<file path="src/rtl/tick_gen_if.sv">
// tick_gen_if: control and strobe signals of the tick generator.
// The generator drives clk_stb/sq/div_err; the controlling side drives
// en/sync and the runtime divisor load.
interface tick_gen_if #(
  parameter int WIDTH = 27
);
  logic             en;
  logic             sync;
  logic             div_load;
  logic [WIDTH-1:0] div_val;
  logic             clk_stb;
  logic             sq;
  logic             div_err;

  modport master (
    output en, sync, div_load, div_val,
    input  clk_stb, sq, div_err
  );

  modport slave (
    input  en, sync, div_load, div_val,
    output clk_stb, sq, div_err
  );
endinterface

</file>
<file path="src/rtl/tick_gen.sv">
// tick_gen: divides CLK100MHZ down to a one-cycle tick strobe (clk_stb) and a
// 50% square wave (sq) that toggles on each tick. cnt runs 0..div_r-1.
// Optional feature macro: TICK_GEN_RUNTIME_DIV_EN enables the runtime divisor
// load (div_load/div_val) and its error pulse (div_err). Without it the
// divisor stays at CLK_HZ/TICK_HZ and div_err is held low.
// All outputs are registered; no input reaches an output combinationally.
module tick_gen #(
  parameter int CLK_HZ  = 100_000_000,
  parameter int TICK_HZ = 1,
  parameter int WIDTH   = 27
) (
  input  logic       CLK100MHZ,
  input  logic       CPU_RESETN,
  tick_gen_if.slave  tg
);

  localparam logic [WIDTH-1:0] DIV0 = WIDTH'(CLK_HZ / TICK_HZ);

  logic [WIDTH-1:0] cnt;
  logic [WIDTH-1:0] div_r;
  logic             load_ok;
  logic             load_bad;
  logic             wrap;

`ifdef TICK_GEN_RUNTIME_DIV_EN
  // Classify a load request: divisors below 2 are rejected.
  always_comb begin
    load_ok  = 1'b0;
    load_bad = 1'b0;
    if (tg.div_load) begin
      if (tg.div_val >= WIDTH'(2)) load_ok  = 1'b1;
      else                         load_bad = 1'b1;
    end
  end
`else
  logic unused_div;
  assign unused_div = ^{tg.div_load, tg.div_val};

  // Runtime loading disabled: the divisor never changes and nothing is rejected.
  always_comb begin
    load_ok  = 1'b0;
    load_bad = 1'b0;
  end
`endif

  // Terminal count reached on an enabled cycle.
  always_comb begin
    wrap = 1'b0;
    if (tg.en && (cnt == div_r - WIDTH'(1))) wrap = 1'b1;
  end

  // Counter, divisor and registered outputs. A restart (sync or accepted
  // load) takes priority over counting, so a coincident wrap is swallowed.
  always_ff @(posedge CLK100MHZ or negedge CPU_RESETN) begin
    if (!CPU_RESETN) begin
      cnt        <= '0;
      div_r      <= DIV0;
      tg.clk_stb <= 1'b0;
      tg.sq      <= 1'b0;
      tg.div_err <= 1'b0;
    end else begin
      tg.clk_stb <= 1'b0;
      tg.div_err <= load_bad;
      if (tg.sync || load_ok) begin
        cnt <= '0;
        if (tg.sync) tg.sq <= 1'b0;
        if (load_ok) div_r <= tg.div_val;
      end else if (wrap) begin
        cnt        <= '0;
        tg.clk_stb <= 1'b1;
        tg.sq      <= ~tg.sq;
      end else if (tg.en) begin
        cnt <= cnt + WIDTH'(1);
      end
    end
  end

endmodule

</file>
<file path="src/flat_wrapper.sv">
// flat-port wrapper written by rule: the top's interface ports become plain ports
module tick_gen_flat 
#(
  parameter int CLK_HZ  = 100_000_000,
  parameter int TICK_HZ = 1,
  parameter int WIDTH   = 27
)
  (CLK100MHZ, CPU_RESETN, tg_en, tg_sync, tg_div_load, tg_div_val, tg_clk_stb, tg_sq, tg_div_err);
  tick_gen_if #(.WIDTH(WIDTH)) tg_i ();
  input  logic CLK100MHZ;
  input  logic CPU_RESETN;
  input wire logic [$bits(tg_i.en)-1:0] tg_en;
  input wire logic [$bits(tg_i.sync)-1:0] tg_sync;
  input wire logic [$bits(tg_i.div_load)-1:0] tg_div_load;
  input wire logic [$bits(tg_i.div_val)-1:0] tg_div_val;
  output wire logic [$bits(tg_i.clk_stb)-1:0] tg_clk_stb;
  output wire logic [$bits(tg_i.sq)-1:0] tg_sq;
  output wire logic [$bits(tg_i.div_err)-1:0] tg_div_err;
  assign tg_i.en = tg_en;
  assign tg_i.sync = tg_sync;
  assign tg_i.div_load = tg_div_load;
  assign tg_i.div_val = tg_div_val;
  assign tg_clk_stb = tg_i.clk_stb;
  assign tg_sq = tg_i.sq;
  assign tg_div_err = tg_i.div_err;
  tick_gen #(.CLK_HZ(CLK_HZ), .TICK_HZ(TICK_HZ), .WIDTH(WIDTH)) u_core (.CLK100MHZ(CLK100MHZ), .CPU_RESETN(CPU_RESETN), .tg(tg_i));
endmodule
</file>
<file path="config.mk">
export PLATFORM = sky130hd
export DESIGN_NAME = tick_gen_flat
export DESIGN_NICKNAME = d
export VERILOG_FILES = /design/src/rtl/tick_gen_if.sv /design/src/rtl/tick_gen.sv /design/src/flat_wrapper.sv
export SDC_FILE = /design/constraint.sdc
export NUM_CORES = 1
export LEC_CHECK = 0
export CORE_MARGIN = 1.5
export CORE_UTILIZATION = 40
export CTS_BUF_LIST = sky130_fd_sc_hd__clkbuf_16
export DETAILED_ROUTE_END_ITERATION = 10
export MAX_ROUTING_LAYER = met4
export PLACE_DENSITY = 0.67
export SETUP_SLACK_MARGIN = 0.4
export SYNTH_ARGS = -nofsm -noshare
export SYNTH_HDL_FRONTEND = slang
export SYNTH_SLANG_ARGS = --single-unit
</file>
<file path="constraint.sdc">
create_clock -name CLK100MHZ -period 2.25 [get_ports CLK100MHZ]
set_clock_uncertainty 0.15 [all_clocks]
set_input_delay 0.225 -clock CLK100MHZ [delete_from_list [all_inputs] [get_ports CLK100MHZ]]
set_output_delay 0.225 -clock CLK100MHZ [all_outputs]
set_load 0.03 [all_outputs]
</file>
# Word level (Yosys, flattened, before mapping)
# Cells that the tools add are included.
# totals
reg_bits	29
out_inout_bits	3
wordCells	17
# op_classes
addsub	1
eq_ne	1
mux	8
n_bitwise	1
n_reduce_logical	3
# ops
cell	count
27-bit two-way mux	3
27-bit by 1-bit adder with 27-bit output (second input constant)	1
27-bit equality test (second input constant)	1
1-bit two-way mux	5
3-bit nonzero test	1
2-bit nonzero test	1
1-bit logical AND	1
1-bit inverter	1

# Depth between registers and ports, before layout
# depth
depth_word	5
depth_mapped	6
ltp_nobuf	5

# Worst setup path before layout
# Ideal clock, no wire load.
# synth_timing
kind	register to register
startpoint	register u_core.cnt[11]
endpoint	register u_core.cnt[18]
setup_ps	130
t_arrival_ps	1882
t_required_ps	1970
slack_ps	88
path_stages_with_launch	7
period_less_slack_ps	2162
cell_sequence	dfrtp_1 buf_6 or4b_1 or4_4 o21ai_4 buf_4 a21oi_1
# synth_via
elab_chain_len	5
word_cells_on_any_way	8
cone_classes	add/sub: 1; eq/ne: 1; mux: 4; reduce/logical: 2
# synth_rtl
element	line	source
from (decl)	tick_gen.sv:19	logic [WIDTH-1:0] cnt;
from (signal assigned)	tick_gen.sv:73	cnt <= cnt + WIDTH'(1);
parallel branches: the longest is 5 deep, another holds 27-bit by 1-bit adder with 27-bit output	n/a	
# Several ways; the timed one is not identified. The select of a mux whose other input is x is not followed.
# A chain may end at the register's enable or synchronous reset.

# Worst setup path after layout
# layout_timing
startpoint	register u_core.cnt[10]
endpoint	register u_core.cnt[15]
# Same word-level chain as after synthesis.

==> flow_summary_export.csv <==
group,metric,value,unit
synthesis,syn_avg_cell_area,9.16,sq um
setup_path,path_buf_inv,1,
clock_network,clock-sinks,29,
floorplanning,num_rows,23,
timing,fin_crit,2.11,ns
synthesis,synth_cell_types,38,
timing,setup-violations-final,0,
setup_path,cp-start-kind,"flop",
grt,grt_pass1_wl,7.38,mm
synthesis,synth_flop_cell,"dfrtp_1",
timing,hold_viol,0,
routing,wl,4.33,mm
placement,post-place-cells,255,
placement,hpwl,2.99,mm
synthesis,yosysTopAreaCellShare,42.4,%
final_layout,antennaDiodeCount,0,
timing,fmax,474,MHz
timing,rsz0062_at_grt,"true",
floorplanning,fp.dieW,68.4,um
clock_network,path_clk_slew,0.05,ns
routing,avgViaCountPerCell,5.95,
clock_network,cts_tree,"built",
synthesis,synth_area_leaders,"dfrtp_1 (42%), a21oi_1 (5.0%), nand4_1 (4.4%), or4_1 (4.4%), xor2_1 (3.6%)",
power,report.power.total,1200,uW
grt,grt_max_degree,30,
final_layout,multi_input_area,938,sq um
final_layout,drive_above_1_share,19.9,%
routing,drtIter0Drc,147,
timing,tightest_slew,0.492,ns
clock_network,root_buffer,"clkbuf_16",
clock_network,cts_made_buffers,5,
final_layout,finalNonFillerCells,266,
final_layout,nFillCells,359,
routing,dr.pass1.iters,4,
grt,overflow,0,
power,leakagePower,0.000805,uW
routing,wl_per_cell,16.3,um
setup_path,crit_path_cell_trace,"or4b_1 -> or4_4 -> o21ai_4 -> buf_12 -> a21oi_1",
timing,setup_slack,0.141,ns
synthesis,synth_nets,220,
floorplanning,die_area,4680,sq um
synthesis,ys_ff_latch,29,
setup_path,cp.required,2.25,ns
run,maxCapViolCount,0,
synthesis,yosysWarnings,0,
status,status,"completed",
floorplanning,die_h,68.4,um
final_layout,final_common_cell,"dfrtp_1",
setup_path,slowest_delay,0.53,ns
synthesis,async_flop_share,100,%
final_layout,final_area,2140,sq um
clock_network,clk_latency,0.27,ns
routing,drc_errors,0,
placement,place_congestion,0.865,
setup_path,critPathKind,"reg2reg",
routing,vias,1584,
final_layout,final_cell_mix,"dfrtp_1 (28), buf_4 (24), a21oi_1 (17), nand2_1 (13), nand4_1 (12)",
setup_path,crit_path_max_fanout,21,
power,power_density,558,nW/um^2
power,ir_drop,0.387,mV
grt,grt_pass1_vias,1527,
setup_path,critPathCaptureType,"flop",
grt,grt_usage,22.3,%
timing,timing.final.max_slew_violations,0,
routing,drtAntennaViolNets,0,
synthesis,synthCells,187,
grt,grt_antenna_before_repair,0,
synthesis,seq_area_frac_synth,42.4,%
setup_path,worstPathArrival,2.11,ns
timing,setup_tns,0,ns
clock_network,clock_path_buffers,2,
worst_hold_path,hold_class,"in2async",
setup_path,cpMaxStageDelayCell,"or4b_1",
clock_network,cts-hold-fix-buffers,0,
placement,dpl_cell_area,1960,sq um
timing,fin_crit_sh,93.7,%
placement,pre_cts_ws,0.0403,ns
floorplanning,core-area,4060,sq um
synthesis,synth_top_area_cell,"dfrtp_1",
floorplanning,start_util,42.2,%
setup_path,cp_top_family,"simple AND/OR/NAND/NOR gates",
synthesis,netlist_area,1710,sq um
clock_network,cts.htree.levels,2,
floorplanning,io-pin-count,35,
final_layout,area_growth,25.2,%
final_layout,seqCellArea,727,sq um
placement,numPortBuffers,5,
final_layout,fin_nets,248,
timing,relSlewSlack,66.9,%
synthesis,synth_edf_count,0,
-- through the flow --
step,utilization [%],hold slack [ns]
after CTS,52.1,0.208
after global placement,48.3,0.402
after detailed placement,48.3,0.407
after floorplan,-,-0.221
after global routing,52.9,0.227
final,52.9,0.186
-- Yosys cell counts, types with 2 or more instances --
cell and instances:
nand4_1 12, o31ai_1 8, a21oi_1 17, nor3_1 4, and4_1 5, nand2b_1 2, nand2_1 13, o21ai_0 7
xor2_1 7, or4_1 10, nor4bb_1 3, buf_4 3, inv_1 5, dfrtp_1 29, and3_1 2, nor2_1 11
xnor2_1 3, and4_2 2, clkbuf_1 5, or2_2 2, nand3_1 10, nor4_1 3, or4b_1 2, or3_1 6
o211ai_1 3
-- state kept, by name (all words and copies together) (netlist names) --
| register | flops |
|---|---|
| u_core.tg.sq | 1 |
| u_core.cnt | 27 |
| u_core.tg.clk_stb | 1 |
-- routing by layer --
| layer | up-vias | global-route usage (%) | routed length [um] |
|---|---|---|---|
| met5 | - | - | 0 |
| met1 | 768 | 30.4 | 2050 |
| li1 | 766 | - | - |
| met3 | 10 | 5.10 | 211 |
| met4 | 0 | 8.50 | 82 |
| met2 | 40 | 31.9 | 1990 |
-- layout make-up --
class | count | area share, %
Tap cell | 50 | 2.92
Sequential cell | 29 | 33.9
Inverter | 5 | 0.875
Clock buffer | 5 | 5.83
Timing Repair Buffer | 31 | 12.2
Clock inverter | 3 | 0.525
Multi-Input combinational cell | 143 | 43.8
-- worst reg2reg max path, stage by stage (launching register included) --
cell,delay [ns]
dfrtp_1,0.41
or4b_1,0.53
or4_4,0.46
o21ai_4,0.20
buf_12,0.17
a21oi_1,0.07
-- worst paths after layout --
check | startpoint | end | slack (ns) | depth (start not counted)
max | u_core.cnt[10] | u_core.cnt[15] | 0.14 | 5
min | CPU_RESETN | u_core.cnt[23] | 0.19 | 2
max reg2reg | u_core.cnt[10] | u_core.cnt[15] | 0.14 | 5
min reg2reg | u_core.tg.sq | u_core.tg.sq | 0.42 | 2
max in group asynchronous | CPU_RESETN | u_core.cnt[6] | 1.47 | 2
min in group CLK100MHZ | u_core.tg.sq | u_core.tg.sq | 0.42 | 2
-- cells by family (layout without fill, tap and decap cells) --
logic type | count (synthesis) | after routing | share of synthesized area, %
other | 1 | 1 | 0.219
flip-flops | 29 | 29 | 42.4
buffers and inverters | 15 | 44 | 4.46
AND/OR/NAND/NOR | 92 | 92 | 32.9
XOR/XNOR | 10 | 10 | 5.11
adder cells (fa/ha/maj) | 1 | 1 | 0.730
AO/OA/AOI/OAI | 39 | 39 | 14.2
-- power by group --
| group | switching [uW] | internal [uW] | total [uW] | leakage (uW) |
|---|---|---|---|---|
| logic | 36.2 | 24.8 | 61.0 | 0.000325 |
| registers | 2.90 | 526 | 528 | 0.000402 |
| clock network | 213 | 395 | 608 | 0.0000776 |
-- timing repair --
action                                  CTS  global route
endpoints found under the setup margin   26            28
gates resized for setup                   2             6
pin swaps                                 3             2
setup buffers                             1             2
(Power assumes the default switching activity.)
